--- src/rtl/fpq_pkg.sv ---
// Shared constants, FSM encoding and length helper for the packet FIFO / server pair.
package fpq_pkg;

    localparam int PKT_LEN_W  = 8;
    localparam int BYTE_CNT_W = 12;
    localparam int MTU_UNITS  = 95;
    localparam int MIN_UNITS  = 4;

    typedef enum logic [1:0] {
        ST_EMPTY   = 2'd0,
        ST_SERVE   = 2'd1,
        ST_DRAINED = 2'd2
    } fsm_state_t;

    // Remaining head length in 16-byte units, rounded up.
    function automatic logic [PKT_LEN_W-1:0] bytes_to_units(input logic [BYTE_CNT_W-1:0] b);
        return b[BYTE_CNT_W-1:4] + {{(PKT_LEN_W-1){1'b0}}, (b[3:0] != 4'd0)};
    endfunction

endpackage

--- src/rtl/q_pkt_fifo_mem.sv ---
// Packet-length storage: one synchronous write port, one asynchronous read port.
module q_pkt_fifo_mem
    import fpq_pkg::*;
#(
    parameter int DEPTH_LOG2 = 4,
    parameter int WIDTH      = PKT_LEN_W
) (
    input  logic                  clk,
    input  logic                  we,
    input  logic [DEPTH_LOG2-1:0] waddr,
    input  logic [WIDTH-1:0]      wdata,
    input  logic [DEPTH_LOG2-1:0] raddr,
    output logic [WIDTH-1:0]      rdata
);

    logic [WIDTH-1:0] mem_reg [2**DEPTH_LOG2];

    always_ff @(posedge clk) begin
        if (we) begin
            mem_reg[waddr] <= wdata;
        end
    end

    assign rdata = mem_reg[raddr];

endmodule

--- src/rtl/q_pkt_fifo.sv ---
// Packet-length FIFO feeding a byte-per-clock server; head is popped on the go falling edge.
// Optional drop statistics enabled by defining Q_PKT_FIFO_DROP_STATS_EN.
module q_pkt_fifo
    import fpq_pkg::*;
#(
    parameter int DEPTH_LOG2 = 4,
    parameter int PKT_LEN_W  = 8
) (
    input  logic                  clk,
    input  logic                  rst_n,
    input  logic                  push,
    input  logic [PKT_LEN_W-1:0]  push_len,
    output logic                  full,
    output logic                  empty,
    output logic [DEPTH_LOG2:0]   count,
    input  logic                  go,
    output logic [PKT_LEN_W-1:0]  pkt_len,
    output logic                  bool_new_pkt,
    output logic [7:0]            drop_cnt
);

    localparam int DEPTH = 2**DEPTH_LOG2;
    localparam int CNT_W = DEPTH_LOG2 + 1;

    fsm_state_t            state_reg, state_next;
    logic [DEPTH_LOG2-1:0] rd_ptr_reg, wr_ptr_reg, raddr;
    logic [CNT_W-1:0]      count_reg;
    logic [BYTE_CNT_W-1:0] byte_cnt_reg, byte_cnt_next;
    logic                  go_d_reg, new_pkt_reg;
    logic                  load_head, pop, dec, accept, go_fall, more_left;
    logic [PKT_LEN_W-1:0]  head_len;

    assign full      = (count_reg == CNT_W'(DEPTH));
    assign empty     = (count_reg == '0);
    assign go_fall   = go_d_reg & ~go;
    assign more_left = (count_reg > CNT_W'(1));
    // A pop in the same edge frees the slot, so a push into a full FIFO still lands.
    assign accept    = push && (push_len != '0) && (!full || pop);

    q_pkt_fifo_mem #(
        .DEPTH_LOG2 (DEPTH_LOG2),
        .WIDTH      (PKT_LEN_W)
    ) u_mem (
        .clk   (clk),
        .we    (accept),
        .waddr (wr_ptr_reg),
        .wdata (push_len),
        .raddr (raddr),
        .rdata (head_len)
    );

    always_ff @(posedge clk) begin
        if (!rst_n) begin
            state_reg <= ST_EMPTY;
        end else begin
            state_reg <= state_next;
        end
    end

    always_comb begin
        state_next = state_reg;
        case (state_reg)
            ST_EMPTY:   if (!empty) state_next = ST_SERVE;
            ST_SERVE:   if (go && byte_cnt_reg == BYTE_CNT_W'(1)) state_next = ST_DRAINED;
            ST_DRAINED: if (go_fall) state_next = more_left ? ST_SERVE : ST_EMPTY;
            default:    state_next = ST_EMPTY;
        endcase
    end

    // On a pop the following head is read one slot ahead so it loads in the same edge.
    always_comb begin
        load_head = 1'b0;
        pop       = 1'b0;
        dec       = 1'b0;
        raddr     = rd_ptr_reg;
        case (state_reg)
            ST_EMPTY:   load_head = !empty;
            ST_SERVE:   dec = go;
            ST_DRAINED: begin
                if (go_fall) begin
                    pop       = 1'b1;
                    load_head = more_left;
                    raddr     = rd_ptr_reg + DEPTH_LOG2'(1);
                end
            end
            default: ;
        endcase
    end

    always_comb begin
        byte_cnt_next = byte_cnt_reg;
        if (load_head) begin
            byte_cnt_next = BYTE_CNT_W'({head_len, 4'b0000});
        end else if (dec) begin
            byte_cnt_next = byte_cnt_reg - BYTE_CNT_W'(1);
        end
    end

    always_ff @(posedge clk) begin
        if (!rst_n) begin
            rd_ptr_reg   <= '0;
            wr_ptr_reg   <= '0;
            count_reg    <= '0;
            byte_cnt_reg <= '0;
            go_d_reg     <= 1'b0;
            new_pkt_reg  <= 1'b0;
        end else begin
            go_d_reg     <= go;
            new_pkt_reg  <= load_head;
            byte_cnt_reg <= byte_cnt_next;
            count_reg    <= count_reg + CNT_W'(accept) - CNT_W'(pop);
            if (pop) begin
                rd_ptr_reg <= rd_ptr_reg + DEPTH_LOG2'(1);
            end
            if (accept) begin
                wr_ptr_reg <= wr_ptr_reg + DEPTH_LOG2'(1);
            end
        end
    end

`ifdef Q_PKT_FIFO_DROP_STATS_EN
    logic       reject;
    logic [7:0] drop_cnt_reg;

    assign reject = push && (push_len != '0) && full && !pop;

    always_ff @(posedge clk) begin
        if (!rst_n) begin
            drop_cnt_reg <= '0;
        end else if (reject && drop_cnt_reg != 8'hFF) begin
            drop_cnt_reg <= drop_cnt_reg + 8'd1;
        end
    end

    assign drop_cnt = drop_cnt_reg;
`else
    assign drop_cnt = '0;
`endif

    assign count        = count_reg;
    assign pkt_len      = PKT_LEN_W'(bytes_to_units(byte_cnt_reg));
    assign bool_new_pkt = new_pkt_reg;

endmodule

--- config.mk ---
export PLATFORM = sky130hd
export DESIGN_NAME = q_pkt_fifo
export DESIGN_NICKNAME = d
export VERILOG_FILES = /design/src/rtl/fpq_pkg.sv /design/src/rtl/q_pkt_fifo_mem.sv /design/src/rtl/q_pkt_fifo.sv
export SDC_FILE = /design/constraint.sdc
export NUM_CORES = 1
export LEC_CHECK = 0
export CORE_MARGIN = 8
export CORE_UTILIZATION = 61
export CTS_CLUSTER_DIAMETER = 80
export DETAILED_ROUTE_END_ITERATION = 7
export HOLD_SLACK_MARGIN = 0.03
export PLACE_DENSITY = 0.83
export SETUP_SLACK_MARGIN = 0.02
export SYNTH_ARGS = -nofsm -noshare
export SYNTH_HDL_FRONTEND = slang
export SYNTH_SLANG_ARGS = --single-unit
--- constraint.sdc ---
create_clock -name clk -period 3.07 [get_ports clk]
set_input_delay 0.614 -clock clk [delete_from_list [all_inputs] [get_ports clk]]
set_output_delay 0.614 -clock clk [all_outputs]
set_load 0.01 [all_outputs]
# Word-level counts from Yosys, hierarchy flattened
# Memory sizes are Yosys's and may differ from the RTL's.
# Index checks and enable logic that the tools add are counted.
# op_classes
n_addsub	6
multipliers	0
div_mod_pow	0
n_lt_le_gt_ge	1
eq_ne	7
n_shift	0
n_mux	16
bitwise	3
reduce_logical	13
# op_table
operator	count
12-bit two-way mux	2
12-bit by 1-bit == test with 1-bit output (second input constant)	1
12-bit by 1-bit subtractor with 12-bit output (second input constant)	1
4-bit by 1-bit adder with 4-bit output (second input constant)	2
8-bit by 1-bit adder with 8-bit output	1
4-bit two-way mux	2
8-bit nonzero test	1
1-bit two-way mux	7
2-bit two-way mux	3
2-bit != test (second input constant)	3
2-bit one-hot mux with 3 select lines	1
5-bit by 1-bit adder with 5-bit output	1
5-bit == test (second input constant)	1
5-bit by 1-bit greater-than comparator with 1-bit output (second input constant)	1
5-bit logical NOT	1
5-bit by 1-bit subtractor with 5-bit output	1
4-bit nonzero test	1
1-bit logical AND	3
3-bit AND reduction	1
2-bit by 1-bit == test with 1-bit output (second input constant)	1
2-bit == test (second input constant)	1
1-bit logical NOT	2
2-bit logical NOT	1
1-bit inverter	2
5 further kinds	5
# word_totals
regBits	29
latchBits	0
mem_bits_rw	128
rom_bits	0
out_inout_bits	24
word_cells	55
mem_count	1
# mem_list
memory	words	word_bits	read_ports	rd_ports_with_merged_regs	write_ports	line	source
u_mem.mem_reg	16	8	1	0	1	q_pkt_fifo_mem.sv:16	logic [WIDTH-1:0] mem_reg [2**DEPTH_LOG2];

# Longest topological paths before layout
# Gate-level depths: netlist of run 1.
# depth
depth_word	8
ltp_mapped	11
depth_no_buf	11

# Hierarchy
# Synthesis of run 1 repeated with hierarchy kept, for this count alone.
# hier_totals
hier_cells	446
hier_area_um2	6867.8
# modules_own_cells
mod	n_inst	cells_per_inst	area_per_inst_um2	seq_area_each_um2
q_pkt_fifo_mem	1	221	4987.3	3843.7
q_pkt_fifo	1	225	1880.6	580.6

# Worst setup path after synthesis of run 1
# OpenSTA, ideal clock, no wires.
# synth_timing
path_kind	input to register
startpoint	input go
endpoint	register count_reg[4], in the netlist count[4]
arrival_ns	2.768
required_ns	2.994
slack_ns	0.227
path_stages	11
path_buffers	2
cell_sequence	and4bb_2 buf_2 clkbuf_1 or3_1 nand2_1 ha_1 fa_1 a21oi_1 nor2_1 or3_1 a21boi_0
# synth_between
elab_chain_len	8
# synth_rtl
element	line	source
start: declaration	q_pkt_fifo.sv:16	input logic go,
1-bit inverter (*)	q_pkt_fifo.sv:35	assign go_fall = go_d_reg & ~go;
1-bit AND (*)	q_pkt_fifo.sv:35	
1-bit two-way mux (*)	q_pkt_fifo.sv:80	if (go_fall) begin
1-bit two-way mux (*)	q_pkt_fifo.sv:76	case (state_reg)
1-bit logical OR	q_pkt_fifo.sv:38	assign accept = push && (push_len != '0) && (!full || pop);
1-bit logical AND	q_pkt_fifo.sv:38	
5-bit by 1-bit adder with 5-bit output	q_pkt_fifo.sv:111	count_reg <= count_reg + CNT_W'(accept) - CNT_W'(pop);
5-bit by 1-bit subtractor with 5-bit output (*)	q_pkt_fifo.sv:111	
end signal: assignment	q_pkt_fifo.sv:111	
end: declaration	q_pkt_fifo.sv:27	logic [CNT_W-1:0] count_reg;
# Mark *: on every way between the ends. The rest lies on a longest branch, timed or not.
# A chain may end at the register's enable or synchronous reset.

# Worst setup path after layout of run 1
# layout_timing
startpoint	input push_len[7]
endpoint	register count_reg[4], in the netlist count[4]
# layout_between
elab_chain_len	5
# layout_rtl
element	line	source
start: declaration	q_pkt_fifo.sv:12	input logic [PKT_LEN_W-1:0] push_len,
8-bit nonzero test	q_pkt_fifo.sv:38	
1-bit logical AND (2 in series)	q_pkt_fifo.sv:38	
5-bit by 1-bit adder with 5-bit output	q_pkt_fifo.sv:111	
5-bit by 1-bit subtractor with 5-bit output	q_pkt_fifo.sv:111	
# No other way between the ends.

==> results of run 1 <==
## critical path, stage by stage
cell,delay [ns]
sky130_fd_sc_hd__clkdlybuf4s50_1,0.51
sky130_fd_sc_hd__or4_1,0.53
sky130_fd_sc_hd__o21ai_2,0.18
sky130_fd_sc_hd__or3_1,0.13
sky130_fd_sc_hd__nand2_1,0.06
sky130_fd_sc_hd__ha_1,0.21
sky130_fd_sc_hd__fa_1,0.41
sky130_fd_sc_hd__a21oi_1,0.15
sky130_fd_sc_hd__nor2_1,0.06
sky130_fd_sc_hd__or3_1,0.30
sky130_fd_sc_hd__a21boi_1,0.17
## area by class of cell
cell class                      instances  area (sq um)
Clock inverter                         12           109
Tap cell                              172           215
Multi-Input combinational cell        369          3160
Fill cell                             801          3600
Clock buffer                           20           447
Sequential cell                       157          4430
Inverter                               12          45.0
Timing Repair Buffer                   63           568
## logic make-up after synthesis
family | Yosys count
and+or+nand+nor | 170
DFF | 157
muxes | 76
AOI/OAI and AO/OA | 68
buffers and inverters | 51
xor gates and xnor gates | 28
adders and majority gates | 19
other | 1
## power groups by stage
| stage | Sequential, uW | Combinational, uW | Clock [uW] |
|---|---|---|---|
| 4_1_cts | 2600 | 1140 | 2010 |
| 2_1_floorplan | 2600 | 675 | 0 |
| 5_1_grt | 2620 | 1240 | 2110 |
| 3_5_place_dp | 2640 | 1120 | 0 |
| 6_report | 2600 | 1130 | 2010 |
| 3_3_place_gp | 2620 | 1070 | 0 |
## path summary, 6_finish.rpt
check                                   from           end  slack [ns]  depth (start not counted)
worst max-delay path             push_len[7]      count[4]        0.10                         11
worst min-delay path            state_reg[1]  state_reg[1]        0.55                          2
worst max register to register      count[3]      count[4]        0.26                         11
worst min register to register  state_reg[1]  state_reg[1]        0.55                          2
## metal layers
layer | vias to the layer above | global-route usage | routed length, um
met5 | - | 0 | 0
met4 | 0 | 0.131 | 781
met3 | 60 | 0.0723 | 1710
met2 | 293 | 0.385 | 9090
met1 | 2611 | 0.263 | 6560
li1 | 2281 | - | -
## stage by stage
step / util / instance area (sq um) / setup WS, ns / total power (uW) / instances
finish: 0.714 / 8970 / 0.101 / 5740 / 805
global route: 0.714 / 8970 / 0.0271 / 5970 / 805
CTS: 0.713 / 8960 / 0.0391 / 5750 / 805
detailed placement: 0.668 / 8400 / -0.571 / 3760 / 773
global placement: 0.668 / 8400 / -0.462 / 3690 / 773
floorplan: - / 7830 / 0.227 / 3280 / 577
## what timing repair did
item / in CTS / in global routing
setup endpoints to repair: 4 / 3
pin swaps: 0 / 1
resized for setup: 7 / 5
## cell usage in the layout (no fill, tap or decap), drive strengths merged, types with 5 or more instances in the layout
cell type / instances
clkdlybuf4s50: 23
o21ai: 9
a211oi: 6
nor2b: 10
xor2: 11
nor2: 33
mux4: 43
nand2: 68
buf: 36
mux2i: 20
and2: 6
nor3: 9
edfxtp: 128
ha: 18
nand2b: 5
xnor2: 17
o22ai: 7
a2111oi: 6
a221oi: 7
nand4: 5
mux2: 13
nand3: 11
inv: 17
dfxtp: 29
clkbuf: 20
conb: 8
a21oi: 12
==> flow_results.org, run 1 <==
** Drt
- Mean number of vias per cell :: 6.52
- Routed Antenna Nets :: 0
- Routed wire length :: 18.1 mm
- After the first detailed-routing iteration, the DRC count stood at 387.
- The first TritonRoute pass finished after 6 iterations.
- For this run, design rule violations remaining after detail routing come to 0.
- Average detailed-routed wire length per instance :: 22.5 um
- DR vias :: 5245

** Synthesis
- Sorting the synthesized cells by how often they occur yields sky130_fd_sc_hd__edfxtp_1 (128), sky130_fd_sc_hd__nand2_1 (68), sky130_fd_sc_hd__mux4_2 (39), sky130_fd_sc_hd__nor2_1 (33), sky130_fd_sc_hd__dfxtp_1 (29).
- After synthesis, the share of flip-flops with an asynchronous set or reset is 0.
- Synth Area in XOR/XNOR :: 0.0314
- The share of synthesized area in the top cell type comes to 0.493.
- Number of synthesized flops with an enable pin :: 128
- Multiplexer fraction of the synthesized cell area :: 0.171
- After technology mapping, the gate count stands at 570.
- Sequential fraction of the synthesis area :: 0.567
- Average size of a mapped cell :: 13.7 sq um
- After synthesis, the largest family of logic cells by area is multiplexers.
- Cell taking the most area after synthesis :: sky130_fd_sc_hd__edfxtp_1
- The synthesized-area fraction occupied by ao, oa, aoi and oai cells is 0.0611.
- Synthesized flop and latch total :: 157
- Adder-Cell Fraction of Synth Area :: 0.0314
- Total of warnings raised by yosys :: 0
- The synthesized netlist contains 51 unique library cells.
- Most numerous cell in the Yosys netlist :: sky130_fd_sc_hd__edfxtp_1
- The mapped netlist covers 7800 sq um.
- Of the total synthesized cell area, the portion taken by AND, OR, NAND and NOR gates is 0.105.
- By area the synthesized netlist is led by sky130_fd_sc_hd__edfxtp_1 (49%), sky130_fd_sc_hd__mux4_2 (11%), sky130_fd_sc_hd__dfxtp_1 (7.4%).
- Dominant synthesized flop cell :: sky130_fd_sc_hd__edfxtp_1

** Final layout
- Synthesis-to-layout area growth :: 15.0%
- Layout cell share with drive strength beyond 1 :: 0.202
- The repair_antennas step left the layout with diodes totalling 0.
- Flip-flop count of the largest register, all copies and words added :: 128
- Fin nets :: 651

** Floorplanning
- Overall die area :: 16700 sq um
- Core Footprint :: 12600 sq um
- In this run the count of I/O pins placed on the die edge is 36.
- In this run the core area contains 41 standard-cell rows.
- Width of the chip :: 129 um
- The initial utilization of the core area, before any placement, comes to 0.621.
- Die H :: 129 um

** Timing
- Transition at the pin with the smallest max-transition slack :: 0.905 ns
- Highest achievable clock rate :: 337 MHz
- Count of endpoints failing hold in the final timing report :: 0
- RSZ-0062 raised after global routing :: false
- Min cycle time layout :: 2.97 ns
- After routing, the total negative slack on setup checks comes to 0 ns.
- Worst Skew :: 0.00991 ns
- In the finished design, the share of the clock period the worst path needs comes to 0.967.
- The final count of pins violating max slew is 0.
- Final setup violation count :: 0
- Post-route worst hold slack :: 0.549 ns
- Worst max-slew margin expressed relative to the limit :: 0.394

** Pwr
- Power dissipated by switching net loads :: 1610 uW
- Internal power of the cells :: 4130 uW
- The share of total power dissipated in the clock network is 0.349.
- Relative contribution of combinational cells to total power :: 0.197
- Share of power burned in registers :: 0.453
- Sw frac :: 0.281
- Pwr dens :: 640 nW/um^2
- Pleak :: 0.00311 uW
- Largest vdd supply drop :: 0.000536 V

** Global route
- The number of antenna violations at the first check in global routing is 0.
- Gr ovfl total :: 0
- Pin count of the biggest net entering global routing :: 78
- Across every metal layer, demand over resource in global routing totals 0.232.
- The first global-routing pass estimated 28.6 mm of wire.
- Number of global-route vias before repair :: 5403

** Place
- Number of port buffers :: 27
- Routability-driven placement finished with a final weighted congestion of 0.818.
- Once detailed placement completed, the half-perimeter wirelength came to 12.0 mm.

** Clock network
- TritonCTS built the clock tree.
- In this run the deepest clock path goes through 2 buffers.
- Clock latency of the later-clocked register in the worst-skew pair :: 0.43 ns
- Setup bufs post-CTS :: 0
- Counting the buffers created by CTS gives 17.
- Sinks on Clock Net :: 157
- CTS Hold Bufs :: 0
- CTS root buffer :: sky130_fd_sc_hd__clkbuf_16
- Clock-pin slew was measured on the worst setup and hold paths at 0.06 ns.
- Max H-tree Level :: 4

** Setup path
- For the worst setup path, the data arrival time is 3.32 ns.
- Max FO, Critical Path :: 2
- Kind of end point of the critical path :: register
- Critical Path Start Type :: input port
- At the worst endpoint, the required time is 3.42 ns.
- Critical setup path kind :: in -> reg

** Flow run
- # Max-Cap Violations :: 0

** Run status
- Status :: finished clean

** Min path
- Worst Hold Class :: reg -> reg
Note: power is estimated with default switching activity, not from simulation.
==> run 2, diff against run 1 <==
--- a/config.mk
+++ b/config.mk
@@ -12,6 +12,7 @@
 export HOLD_SLACK_MARGIN = 0.03
 export PLACE_DENSITY = 0.83
 export SETUP_SLACK_MARGIN = 0.02
+export SKIP_CTS_REPAIR_TIMING = 1
 export SYNTH_ARGS = -nofsm -noshare
 export SYNTH_HDL_FRONTEND = slang
 export SYNTH_SLANG_ARGS = --single-unit
==> flow_results.org, run 2 (same netlist as run 1, synthesis figures left out) <==
** Min path
- The worst hold path belongs to the class reg -> reg.
- The worst hold path depth came to 2 (unchanged).
- Launch point of the worst hold path :: state_reg[1]
- The worst hold path terminates at state_reg[1].

** Pwr
- Power dissipated by switching net loads :: 1610 uW (+0.14%)
- Sw frac :: 0.281 (about the same)
- The worst IR drop on VDD came to 0.000536 V (about the same).
- Internal power of the cells :: 4140 uW (+0.16%)
- Relative contribution of combinational cells to total power :: 0.199 (+0.002)
- Share of power burned in the clock network :: 0.349 (about the same)
- The proportion of power drawn by flip-flops and latches came to 0.452 (about the same).
- The power density relative to cell area came to 639 nW/um^2 (-0.17%).
- The leakage power was 0.00315 uW (+1.3%).

** Timing
- The setup clock skew after layout came to 0.00895 ns (-0.000959 ns).
- Min cycle time layout :: 2.96 ns (-0.00541 ns)
- Setup slack after layout :: 0.106 ns (+0.00541 ns)
- The worst max-slew margin expressed relative to the limit is 0.402 (+0.00787).
- Portion of the clock cycle consumed by the worst path in the final layout :: 0.965 (-0.00176)
- The final number of hold-violating endpoints came to 0 (unchanged).
- Final setup violation count :: 0 (unchanged)
- RSZ-0062 raised after global routing :: false
- The slew at the pin closest to its max-slew limit is 0.894 ns (-0.0118 ns).
- The final count of pins violating max slew came to 0 (unchanged).
- The highest clock frequency the design can meet was 337 MHz (+0.18%).

** Place
- The count of port buffers added during placement was 27 (unchanged).
- Final HPWL DP :: 12.0 mm (unchanged)
- The routability congestion estimate from global placement is 0.818 (unchanged).
- The total cell area at the placement stage was 8400 sq um (unchanged).
- The worst slack at placement came to -0.571 ns (unchanged).

** Drt
- Routed Antenna Nets :: 0 (unchanged)
- Iteration count of the initial detailed-routing pass :: 5 (-1)
- The post-detailed-route via-to-cell ratio was 6.44 (-1.1%).
- The number of vias in the routed layout is 5194 (-0.97%).
- The routed length per instance is 22.6 um (+0.43%).
- The total wirelength of the detailed-routed design came to 18.2 mm (+0.55%).
- Initial detailed-routing violation count :: 451 (+17%)
- Number of DRC violations after detailed routing :: 0 (unchanged)

** Setup path
- The worst register-to-register path ends at count[4].
- The worst setup path is launched from an input port.
- Kind of end point of the critical path :: register
- Critical setup path kind :: in -> reg
- The worst register-to-register path begins at count[3].
- CP required :: 3.42 ns (about the same)
- The worst reg-to-reg path cell count came to 11 (unchanged).
- The data arrival at the endpoint of the critical path was 3.32 ns (about the same).
- The minimum setup slack among reg-to-reg paths is 0.22 ns (-0.04 ns).
- The maximum fanout along the worst path came to 2 (unchanged).

** Final layout
- The ratio of cells with drive above 1 in the final layout was 0.205 (+0.00284).
- Register cell area after layout :: 4430 sq um (unchanged)
- In the layout the commonest cells are sky130_fd_sc_hd__edfxtp_1 (128), sky130_fd_sc_hd__nand2_1 (68), sky130_fd_sc_hd__mux4_2 (39), sky130_fd_sc_hd__buf_4 (35), sky130_fd_sc_hd__nor2_1 (33).
- Diodes inserted :: 0 (unchanged)
- Design Area, Final :: 9000 sq um (+0.32%)
- Area of combinational cells with multiple inputs :: 3170 sq um (+0.36%)
- Flip-flop count of the largest register, all copies and words added :: 128 (unchanged)
- Compared with the post-synthesis result, the final layout area differs by 15.4%.
- Leading cell type in the layout, fill and taps excluded :: sky130_fd_sc_hd__edfxtp_1
- Fill cell instance count of the final layout :: 801 (unchanged)
- The number of nets at the end of the flow is 652 (+0.15%).

** Floorplanning
- Core Footprint :: 12600 sq um (unchanged)
- Starting Density :: 0.621 (unchanged)
- The total die area was 16700 sq um (unchanged).
- Site Rows :: 41 (unchanged)
- Die H :: 129 um (unchanged)
- Width of the chip :: 129 um (unchanged)
- The top-level port count came to 36 (unchanged).

** Clock network
- Sinks on Clock Net :: 157 (unchanged)
- The number of buffers added by the clock tree synthesis step came to 17 (unchanged).
- Register clock-pin slew on the reported worst setup and hold paths :: 0.06 ns (about the same)
- CTS Buffer Depth :: 2 (unchanged)
- The tree is rooted in a sky130_fd_sc_hd__clkbuf_16.
- Max H-tree Level :: 4 (unchanged)
- TritonCTS built the clock tree.
- The worst-skew pair later-pin latency is 0.43 ns (about the same).

** Global route
- The final global-route overflow total is 0 (unchanged).
- Total routing usage reported by global routing :: 0.232 (about the same)
- The number of antenna violations at the first check in global routing is 0 (unchanged).
- The maximum number of pins on one net before global-route repair is 78 (unchanged).
- Global-route wire length before repair :: 28.6 mm (about the same)
- Number of global-route vias before repair :: 5402 (-0.019%)

** Flow run
- # Max-Cap Violations :: 0 (unchanged)

** Run status
- Status :: finished clean
-- run 2: layout make-up --
type / instances / area share
multi-input combinational: 369 / 0.352
clock inverter: 12 / 0.0121
tap: 172 / 0.0239
sequential: 157 / 0.492
timing repair buffer: 64 / 0.0651
clock buffer: 20 / 0.0496
inverter: 12 / 0.00500
-- run 2: worst max-delay path by stage --
stage | start | end | slack [ns] | depth (start not counted)
global placement | push_len[0] | count[4] | -0.46 | 11
floorplan | go | count[4] | 0.23 | 11
detailed placement | push_len[1] | count[4] | -0.57 | 11
CTS | push_len[1] | count[4] | -0.13 | 11
global route | count[2] | full | 0.03 | 4
finish | push_len[1] | count[4] | 0.11 | 11
-- run 2: power by group through the flow --
stage / logic, uW / clock network [uW] / registers, uW
finish: 1140 / 2010 / 2600
global route: 1250 / 2110 / 2620
CTS: 1140 / 2010 / 2600
detailed placement: 1120 / 0 / 2640
global placement: 1070 / 0 / 2620
floorplan: 675 / 0 / 2600
-- run 2: per-stage QoR --
| stage | total power, uW | hold WS (ns) | util | instances | TNS (ns) |
|---|---|---|---|---|---|
| floorplan | 3280 | 0.490 | - | 577 | 0 |
| global placement | 3690 | 0.527 | 0.668 | 773 | -1.15 |
| detailed placement | 3760 | 0.536 | 0.668 | 773 | -6.33 |
| CTS | 5750 | 0.543 | 0.712 | 805 | -0.391 |
| global route | 5980 | 0.582 | 0.716 | 806 | 0 |
| finish | 5750 | 0.550 | 0.716 | 806 | 0 |
-- run 2: worst max-delay path, stage by stage --
cell	delay, ns
sky130_fd_sc_hd__clkdlybuf4s50_1	0.42
sky130_fd_sc_hd__or4_4	0.59
sky130_fd_sc_hd__o21ai_4	0.20
sky130_fd_sc_hd__or3_1	0.13
sky130_fd_sc_hd__nand2_1	0.06
sky130_fd_sc_hd__ha_1	0.21
sky130_fd_sc_hd__fa_1	0.41
sky130_fd_sc_hd__a21oi_1	0.15
sky130_fd_sc_hd__nor2_1	0.06
sky130_fd_sc_hd__or3_1	0.30
sky130_fd_sc_hd__a21boi_1	0.17
-- run 2: routing by layer --
| metal | part of all wire | wire, um | global-route usage |
|---|---|---|---|
| met1 | 0.36 | 6640 | 0.262 |
| met2 | 0.50 | 9100 | 0.387 |
| met3 | 0.094 | 1720 | 0.0723 |
| met4 | 0.043 | 791 | 0.129 |
| met5 | 0 | 0 | 0 |
